$ cat src/rtl/reorder_buffer.sv
// In-order retirement buffer: allocate at tail, complete by tag, commit from head.
// Optional ROB_WB_BYPASS_EN lets a head writeback commit in the same cycle.
module reorder_buffer #(
  parameter int DEPTH  = 16,
  parameter int PTR_W  = 4,
  parameter int ARCH_W = 5,
  parameter int PHYS_W = 6
) (
  input  logic              clk,
  input  logic              reset,
  input  logic              alloc_valid,
  input  logic [ARCH_W-1:0] alloc_dest_arch,
  input  logic [PHYS_W-1:0] alloc_dest_phys,
  output logic              alloc_ready,
  output logic [PTR_W-1:0]  alloc_tag,
  input  logic              wb_valid,
  input  logic [PTR_W-1:0]  wb_tag,
  output logic              commit_valid,
  input  logic              commit_ready,
  output logic [ARCH_W-1:0] commit_dest_arch,
  output logic [PHYS_W-1:0] commit_dest_phys,
  input  logic              flush,
  output logic [PTR_W:0]    count
);

  logic [DEPTH-1:0]  r_valid;
  logic [DEPTH-1:0]  r_done;
  logic [ARCH_W-1:0] r_arch [DEPTH];
  logic [PHYS_W-1:0] r_phys [DEPTH];
  logic [PTR_W-1:0]  r_head;
  logic [PTR_W-1:0]  r_tail;
  logic [PTR_W:0]    r_count;

  logic w_alloc_fire;
  logic w_commit_fire;
  logic w_head_done;

`ifdef ROB_WB_BYPASS_EN
  assign w_head_done = r_done[r_head] || (wb_valid && (wb_tag == r_head));
`else
  assign w_head_done = r_done[r_head];
`endif

  assign alloc_ready      = (r_count != (PTR_W+1)'(DEPTH));
  assign alloc_tag        = r_tail;
  assign commit_valid     = r_valid[r_head] && w_head_done;
  assign commit_dest_arch = r_arch[r_head];
  assign commit_dest_phys = r_phys[r_head];
  assign count            = r_count;

  assign w_alloc_fire  = alloc_valid && alloc_ready;
  assign w_commit_fire = commit_valid && commit_ready;

  always_ff @(posedge clk or posedge reset) begin
    if (reset) begin
      r_valid <= '0;
      r_done  <= '0;
      r_head  <= '0;
      r_tail  <= '0;
      r_count <= '0;
      for (int i = 0; i < DEPTH; i++) begin
        r_arch[i] <= '0;
        r_phys[i] <= '0;
      end
    end else if (flush) begin
      r_valid <= '0;
      r_done  <= '0;
      r_head  <= '0;
      r_tail  <= '0;
      r_count <= '0;
      for (int i = 0; i < DEPTH; i++) begin
        r_arch[i] <= '0;
        r_phys[i] <= '0;
      end
    end else begin
      if (wb_valid && r_valid[wb_tag]) begin
        r_done[wb_tag] <= 1'b1;
      end
      if (w_alloc_fire) begin
        r_valid[r_tail] <= 1'b1;
        r_done[r_tail]  <= 1'b0;
        r_arch[r_tail]  <= alloc_dest_arch;
        r_phys[r_tail]  <= alloc_dest_phys;
        r_tail          <= r_tail + PTR_W'(1);
      end
      // Later assignment wins, so a bypassed head never keeps done set.
      if (w_commit_fire) begin
        r_valid[r_head] <= 1'b0;
        r_done[r_head]  <= 1'b0;
        r_head          <= r_head + PTR_W'(1);
      end
      r_count <= r_count + (PTR_W+1)'(w_alloc_fire)
                         - (PTR_W+1)'(w_commit_fire);
    end
  end

endmodule

$ cat config.mk
export PLATFORM = sky130hd
export DESIGN_NAME = reorder_buffer
export DESIGN_NICKNAME = d
export VERILOG_FILES = /design/src/rtl/reorder_buffer.sv
export SDC_FILE = /design/constraint.sdc
export NUM_CORES = 1
export LEC_CHECK = 0
export CORE_MARGIN = 3
export CORE_UTILIZATION = 45
export DETAILED_ROUTE_END_ITERATION = 10
export GPL_TIMING_DRIVEN = 0
export PLACE_DENSITY = 0.67
export SKIP_LAST_GASP = 1
export SLEW_MARGIN = 20
export SYNTH_ARGS = -nofsm -noshare
export SYNTH_HDL_FRONTEND = slang
export SYNTH_SLANG_ARGS = --single-unit
$ cat constraint.sdc
create_clock -name clk -period 6.7 [get_ports clk]
set_input_delay 0.67 -clock clk [delete_from_list [all_inputs] [get_ports clk]]
set_output_delay 0.67 -clock clk [all_outputs]
set_load 0.01 [all_outputs]
==> results.py, run 1 <==
metrics = {
    "worst_setup_path": {
        "r2r_setup_slack_ps": 3330,
        "rr_worst_depth": 15,
        "cp-end-kind": "output port",
        "arrival_ps": 3460,
        "startpoint": "r_head[1]",
        "path_max_fanout": 10,
        "path_class": "register to output port",
        "worstSetupEndpoint": "commit_dest_phys[3]",
        "startpoint_type": "register",
        "reg2reg_from": "r_head[0]",
        "r2r-end": "count[4]",
        "cp.required_ps": 6030,
    },
    "synth": {
        "synth_top_area_share_pct": 49.5,
        "yosys.area.top_type": "dfrtp_1",
        "synth_nets": 1134,
        "yosysMostFrequentCell": "nand2_1",
        "synth_async_sr_flop_share_pct": 100,
        "yosysUniqueCellTypes": 48,
        "syn_area_sq_um": 11200,
        "synth-edff-count": 0,
        "synthTopCellsByCount": "236 x nand2_1, 221 x dfrtp_1, 155 x a21oi_1",
        "yosys-top-cells-area": "dfrtp_1 50%, mux4_2 12%, nand2_1 7.9%, a21oi_1 6.9%, mux2i_1 4.4%",
        "ys_warn_count": 0,
        "syn_area_per_cell_sq_um": 10.2,
        "synth_seq_cells": 221,
        "syn_inst": 1098,
        "ys_seq_area_share_pct": 49.5,
        "synth_ff_type": "dfrtp_1",
    },
    "die": {
        "coreArea_sq_um": 24400,
        "io_pins": 43,
        "die-area_sq_um": 26800,
        "num_rows": 57,
        "die-height_um": 164,
        "die_w_um": 164,
        "start_util_pct": 45.8,
    },
    "cts": {
        "clk_pin_slew_ps": 60,
        "cts_inserted_buffers": 24,
        "cts_hold_buf": 0,
        "numClockSinks": 221,
        "cts-root-buf": "clkbuf_16",
        "h-tree-depth": 1,
        "cts_setup_buffers": 0,
        "clock_path_buffers": 3,
        "cts_tree": "yes",
        "insertion_delay_ps": 530,
        "cts_resized": 0,
    },
    "route": {
        "vias": 8717,
        "wire_per_inst_um": 20.9,
        "routed_wl_um": 31400,
        "vias_per_cell": 5.80,
        "drt-initial-drc-count": 778,
        "drcViolationCount": 0,
        "final_antenna_net_count": 0,
        "dr.pass1.iters": 7,
    },
    "global_routing": {
        "grt_pass1_vias": 8814,
        "grt_use_total_pct": 24.1,
        "grt_overflow": 0,
        "antenna_found_initial": 0,
        "grt_pass1_wl_um": 50300,
        "grt_max_degree": 35,
    },
    "power_and_ir_drop": {
        "ir_worst_vdd_v": 0.000206,
        "power.density_nw_per_um2": 240,
        "power_leakage_nw": 5.46,
    },
    "placed_design": {
        "gp_congestion": 0.888,
        "place_inst": 1459,
        "place_area_sq_um": 12000,
        "io_buffer_count": 30,
        "dpl.hpwl_um": 22400,
    },
    "timing": {
        "finalSetupTns_ps": 0,
        "setup_viol": 0,
        "fin_worst_skew_ps": 14.3,
        "hold_viol_final": 0,
        "max_freq_ghz": 0.242,
        "timing.final.crit_period_ps": 4130,
        "slew_headroom_pct": 39.1,
        "timing.final.max_slew_violations": 0,
        "worstMarginPinSlew_ps": 913,
        "grt_setup_unrepaired": "no",
        "timing.final.crit_share_pct": 61.7,
    },
    "cells_and_area": {
        "fill_cells": 2211,
        "syn2layout_area_growth_pct": 14.3,
        "drive_gt1_share_pct": 12.3,
        "diodes": 0,
        "nets": 1197,
        "multi_input_area_sq_um": 5070,
        "final_cell_area_sq_um": 12800,
        "area.sequential_sq_um": 5530,
        "fin_cells": 1502,
    },
    "run": {
        "maxCapViolCount": 0,
    },
    "worst_hold_path": {
        "whs_path_depth": 2,
        "hp-class": "register to register",
    },
    "run_status": {
        "status": "completed",
    },
}
## cell families after synthesis
group / share of synthesized area (%)
XOR/XNOR: 0.470
multiplexers: 17.0
adder cells (fa/ha/maj): 1.75
AO/OA/AOI/OAI: 10.6
AND/OR/NAND/NOR: 15.6
buffers and inverters: 5.13
flip-flops: 49.5
## cells in the final DEF, fill, tap and decap left out, types with 3 or more instances in the layout
cell type          n
nor2_1            72
buf_2             22
mux4_2            61
nand3_1           49
a31oi_1            4
clkbuf_8           5
a21o_1             3
nand3b_1           4
a21oi_1          155
inv_1             27
and4bb_2           3
a2111oi_0         10
clkbuf_1          91
a221oi_1           4
nand4_1            5
nor2b_1            6
and2_1            15
clkbuf_16         24
buf_12             6
dfrtp_1          221
xor2_1             4
mux2i_1           49
a211oi_1          13
ha_1              14
nand2_1          236
clkinv_2           4
clkdlybuf4s50_1   30
a2111oi_2          3
## state kept, by name, summed over array words and instances, names as in the netlist
signal and cells:
r_valid 16, count 5, r_done 16, r_phys 96
r_head 4, r_arch 80, alloc_tag 4
## worst max-delay path, cell delays in order (launching register included)
cell	delay, ps
dfrtp_1	560
buf_6	220
buf_2	290
buf_2	400
mux4_2	410
mux4_2	540
clkdlybuf4s50_1	510
## power breakdown
group	internal [mW]	switching (mW)
sequential	1.37	0.0256
clock	0.719	0.547
combinational	0.149	0.251
## how the worst min path moves through the flow
stage                       startpoint         end  slack [ps]
detailed placement          r_phys[72]  r_phys[72]         510
global route                r_phys[30]  r_phys[30]         530
CTS                 alloc_dest_phys[2]  r_phys[62]         500
global placement             r_arch[7]   r_arch[7]         500
finish                       r_phys[6]   r_phys[6]         520
floorplan                   r_valid[7]  r_valid[7]         470
## through the flow
step	setup WS, ps	utilization (%)	hold slack (ps)	total power [mW]
after floorplan	3150	-	474	1.65
after global placement	1330	48.7	500	1.80
after detailed placement	3120	49.3	511	1.82
after CTS	2570	52.3	501	3.07
after global routing	2480	52.3	535	3.17
final	2570	52.3	517	3.06
## layer usage
layer	vias to the layer above	global-route usage, %	wire length [um]
met3	44	3.09	2070
met1	4437	34.8	13500
met2	303	38.7	15200
li1	3933	-	-
met5	-	0	0
met4	0	6.57	639
## final cells by class
| cell class | count | share of cell area, % |
|---|---|---|
| sequential | 221 | 43.3 |
| timing repair buffer | 37 | 3.51 |
| buffer | 111 | 3.67 |
| clock inverter | 5 | 0.284 |
| clock buffer | 38 | 5.51 |
| multi-input combinational | 738 | 39.7 |
| inverter | 28 | 0.853 |
| tap | 324 | 3.18 |
Note: power is estimated with default switching activity, not from simulation.
==> inputs of run 2 (changes only) <==
Clock period 6.7 ns to 3.6 ns, I/O delays scaled along.
==> run 2 against run 1 <==
Against the previous run:
- setup slack got worse by 2400 ps
- flip-flop and latch count did not move
- largest power group unchanged
- highest routed layer unchanged
- sequential power rose by 87%
- clock power rose by 85%
- non-clock buffer count fell by 1
- worst hold slack got worse by 310 ps
- clock-buffer cell count did not move
- routed wire length rose by 0.25%
- sequential share of layout area fell by 0.12 points
- final area rose by 0.29%
==> results.py, run 2 (same netlist as run 1, synthesis figures left out) <==
metrics = {
    "global_routing": {
        "antenna_found_initial": 0,
        "grt_pass1_vias": 8816,
        "grt_max_degree": 35,
        "grt_use_total_pct": 24.1,
        "grt_pass1_wl_um": 50300,
        "grt_overflow": 0,
    },
    "route": {
        "vias": 8752,
        "final_antenna_net_count": 0,
        "routed_wl_um": 31400,
        "drcViolationCount": 0,
        "drt-initial-drc-count": 721,
        "wire_per_inst_um": 20.9,
        "vias_per_cell": 5.83,
        "dr.pass1.iters": 7,
    },
    "cts": {
        "clk_pin_slew_ps": 60,
        "numClockSinks": 221,
        "h-tree-depth": 1,
        "cts_hold_buf": 0,
        "cts_inserted_buffers": 24,
        "cts_tree": "yes",
        "cts_setup_buffers": 0,
        "insertion_delay_ps": 530,
        "clock_path_buffers": 3,
        "cts-root-buf": "clkbuf_16",
    },
    "worst_setup_path": {
        "cp-end-kind": "output port",
        "cp.required_ps": 3240,
        "crit_chain": "buf_6, buf_6, buf_8, mux4_2, mux4_2, clkdlybuf4s50_1",
        "cp_slowest_stage_delay_ps": 570,
        "path_max_fanout": 10,
        "arrival_ps": 3120,
        "startpoint_type": "register",
        "crit_buf_inv": 4,
        "path_class": "register to output port",
        "timing.critical_path.max_delay_family": "multiplexers",
        "cp_slowest_cell": "mux4_2",
    },
    "cells_and_area": {
        "nets": 1196,
        "layout_common_cells": "236 x nand2_1, 220 x dfrtp_1, 155 x a21oi_1, 90 x clkbuf_1, 72 x nor2_1",
        "final_common_cell": "nand2_1",
        "largestRegisters": "r_phys: 96 flops, r_arch: 80 flops",
        "syn2layout_area_growth_pct": 14.6,
        "largest_reg_flops": 96,
        "final_cell_area_sq_um": 12800,
        "regMostFlops": "r_phys",
        "drive_gt1_share_pct": 12.5,
        "fin_cells": 1501,
        "diodes": 0,
    },
    "power_and_ir_drop": {
        "p_clk_share_pct": 41.3,
        "switchingPower_mw": 1.53,
        "power_leakage_nw": 5.46,
        "ir_worst_vdd_v": 0.000398,
        "power_frac_comb_pct": 13.1,
        "power.density_nw_per_um2": 444,
        "sw_frac_of_total_pct": 26.9,
        "p_seq_share_pct": 45.6,
        "intPower_mw": 4.16,
    },
    "placed_design": {
        "io_buffer_count": 30,
        "dpl.hpwl_um": 22400,
        "place_area_sq_um": 12000,
        "gp_congestion": 0.888,
        "place_inst": 1459,
    },
    "die": {
        "coreArea_sq_um": 24400,
        "die-area_sq_um": 26800,
        "die-height_um": 164,
        "io_pins": 43,
        "num_rows": 57,
        "die_w_um": 164,
        "start_util_pct": 45.8,
    },
    "timing": {
        "hold_viol_final": 0,
        "fin_worst_skew_ps": 15.9,
        "timing.final.crit_period_ps": 3480,
        "grt_setup_unrepaired": "no",
        "setup_viol": 0,
        "timing.final.crit_share_pct": 96.7,
        "max_freq_ghz": 0.287,
        "worstMarginPinSlew_ps": 849,
        "slew_headroom_pct": 43.2,
        "timing.final.max_slew_violations": 0,
    },
    "run_status": {
        "status": "completed",
    },
    "worst_hold_path": {
        "hp-class": "primary input to register",
    },
    "run": {
        "maxCapViolCount": 0,
    },
}
-- run 2: path summary, 6_finish.rpt --
path,startpoint,end,slack [ps],cells after the start
setup / recovery,r_head[0],commit_dest_phys[3],120,6
hold / removal,alloc_dest_phys[2],r_phys[62],200,3
setup reg to reg,r_head[0],count[4],200,15
hold reg to reg,r_arch[42],r_arch[42],520,2
max in group asynchronous,reset,r_phys[79],2110,6
min in group asynchronous,reset,count[2],230,2
-- run 2: layout make-up --
cell class | instances | area, sq um
fillers | 2203 | 11600
inverters | 28 | 109
clock inverters | 5 | 36.3
clock buffers | 38 | 703
multi-input cells | 738 | 5070
plain buffers | 110 | 498
well taps | 324 | 405
repair buffers | 37 | 448
flip-flops and latches | 221 | 5530
-- run 2: power by group through the flow --
| stage | registers, mW | logic [mW] | clock network [mW] |
|---|---|---|---|
| 2_1_floorplan | 2.64 | 0.436 | 0 |
| 4_1_cts | 2.60 | 0.746 | 2.37 |
| 3_3_place_gp | 2.64 | 0.714 | 0 |
| 5_1_grt | 2.60 | 0.819 | 2.48 |
| 6_report | 2.60 | 0.748 | 2.35 |
| 3_5_place_dp | 2.64 | 0.744 | 0 |
-- run 2: stage by stage --
step | util [%] | setup slack (ps) | TNS, ps | hold WS, ps | total power [mW]
after CTS | 52.4 | 14.8 | 0 | 191 | 5.71
after global placement | 48.7 | -1460 | -318050 | 500 | 3.36
after global routing | 52.5 | 8.40 | 0 | 239 | 5.90
after detailed placement | 49.3 | 270 | 0 | 511 | 3.38
after floorplan | - | 358 | 0 | 474 | 3.08
final | 52.5 | 117 | 0 | 203 | 5.69
-- run 2: tightest hold or removal path, cell delays in order --
cell	delay [ps]
clkbuf_1	160
nand3_1	120
a21oi_1	60
-- run 2: per-layer routing --
layer,GRT usage (%),vias to the layer above,wire length (um)
met5,0,-,0
met4,6.57,0,602
met3,3.09,42,2090
met2,38.7,329,15100
met1,34.8,4453,13600
li1,-,3928,-
-- run 2: timing repair --
item,CTS,global route
resized for setup,9,5
endpoints found under the hold margin,0,0
endpoints found under the setup margin,11,12
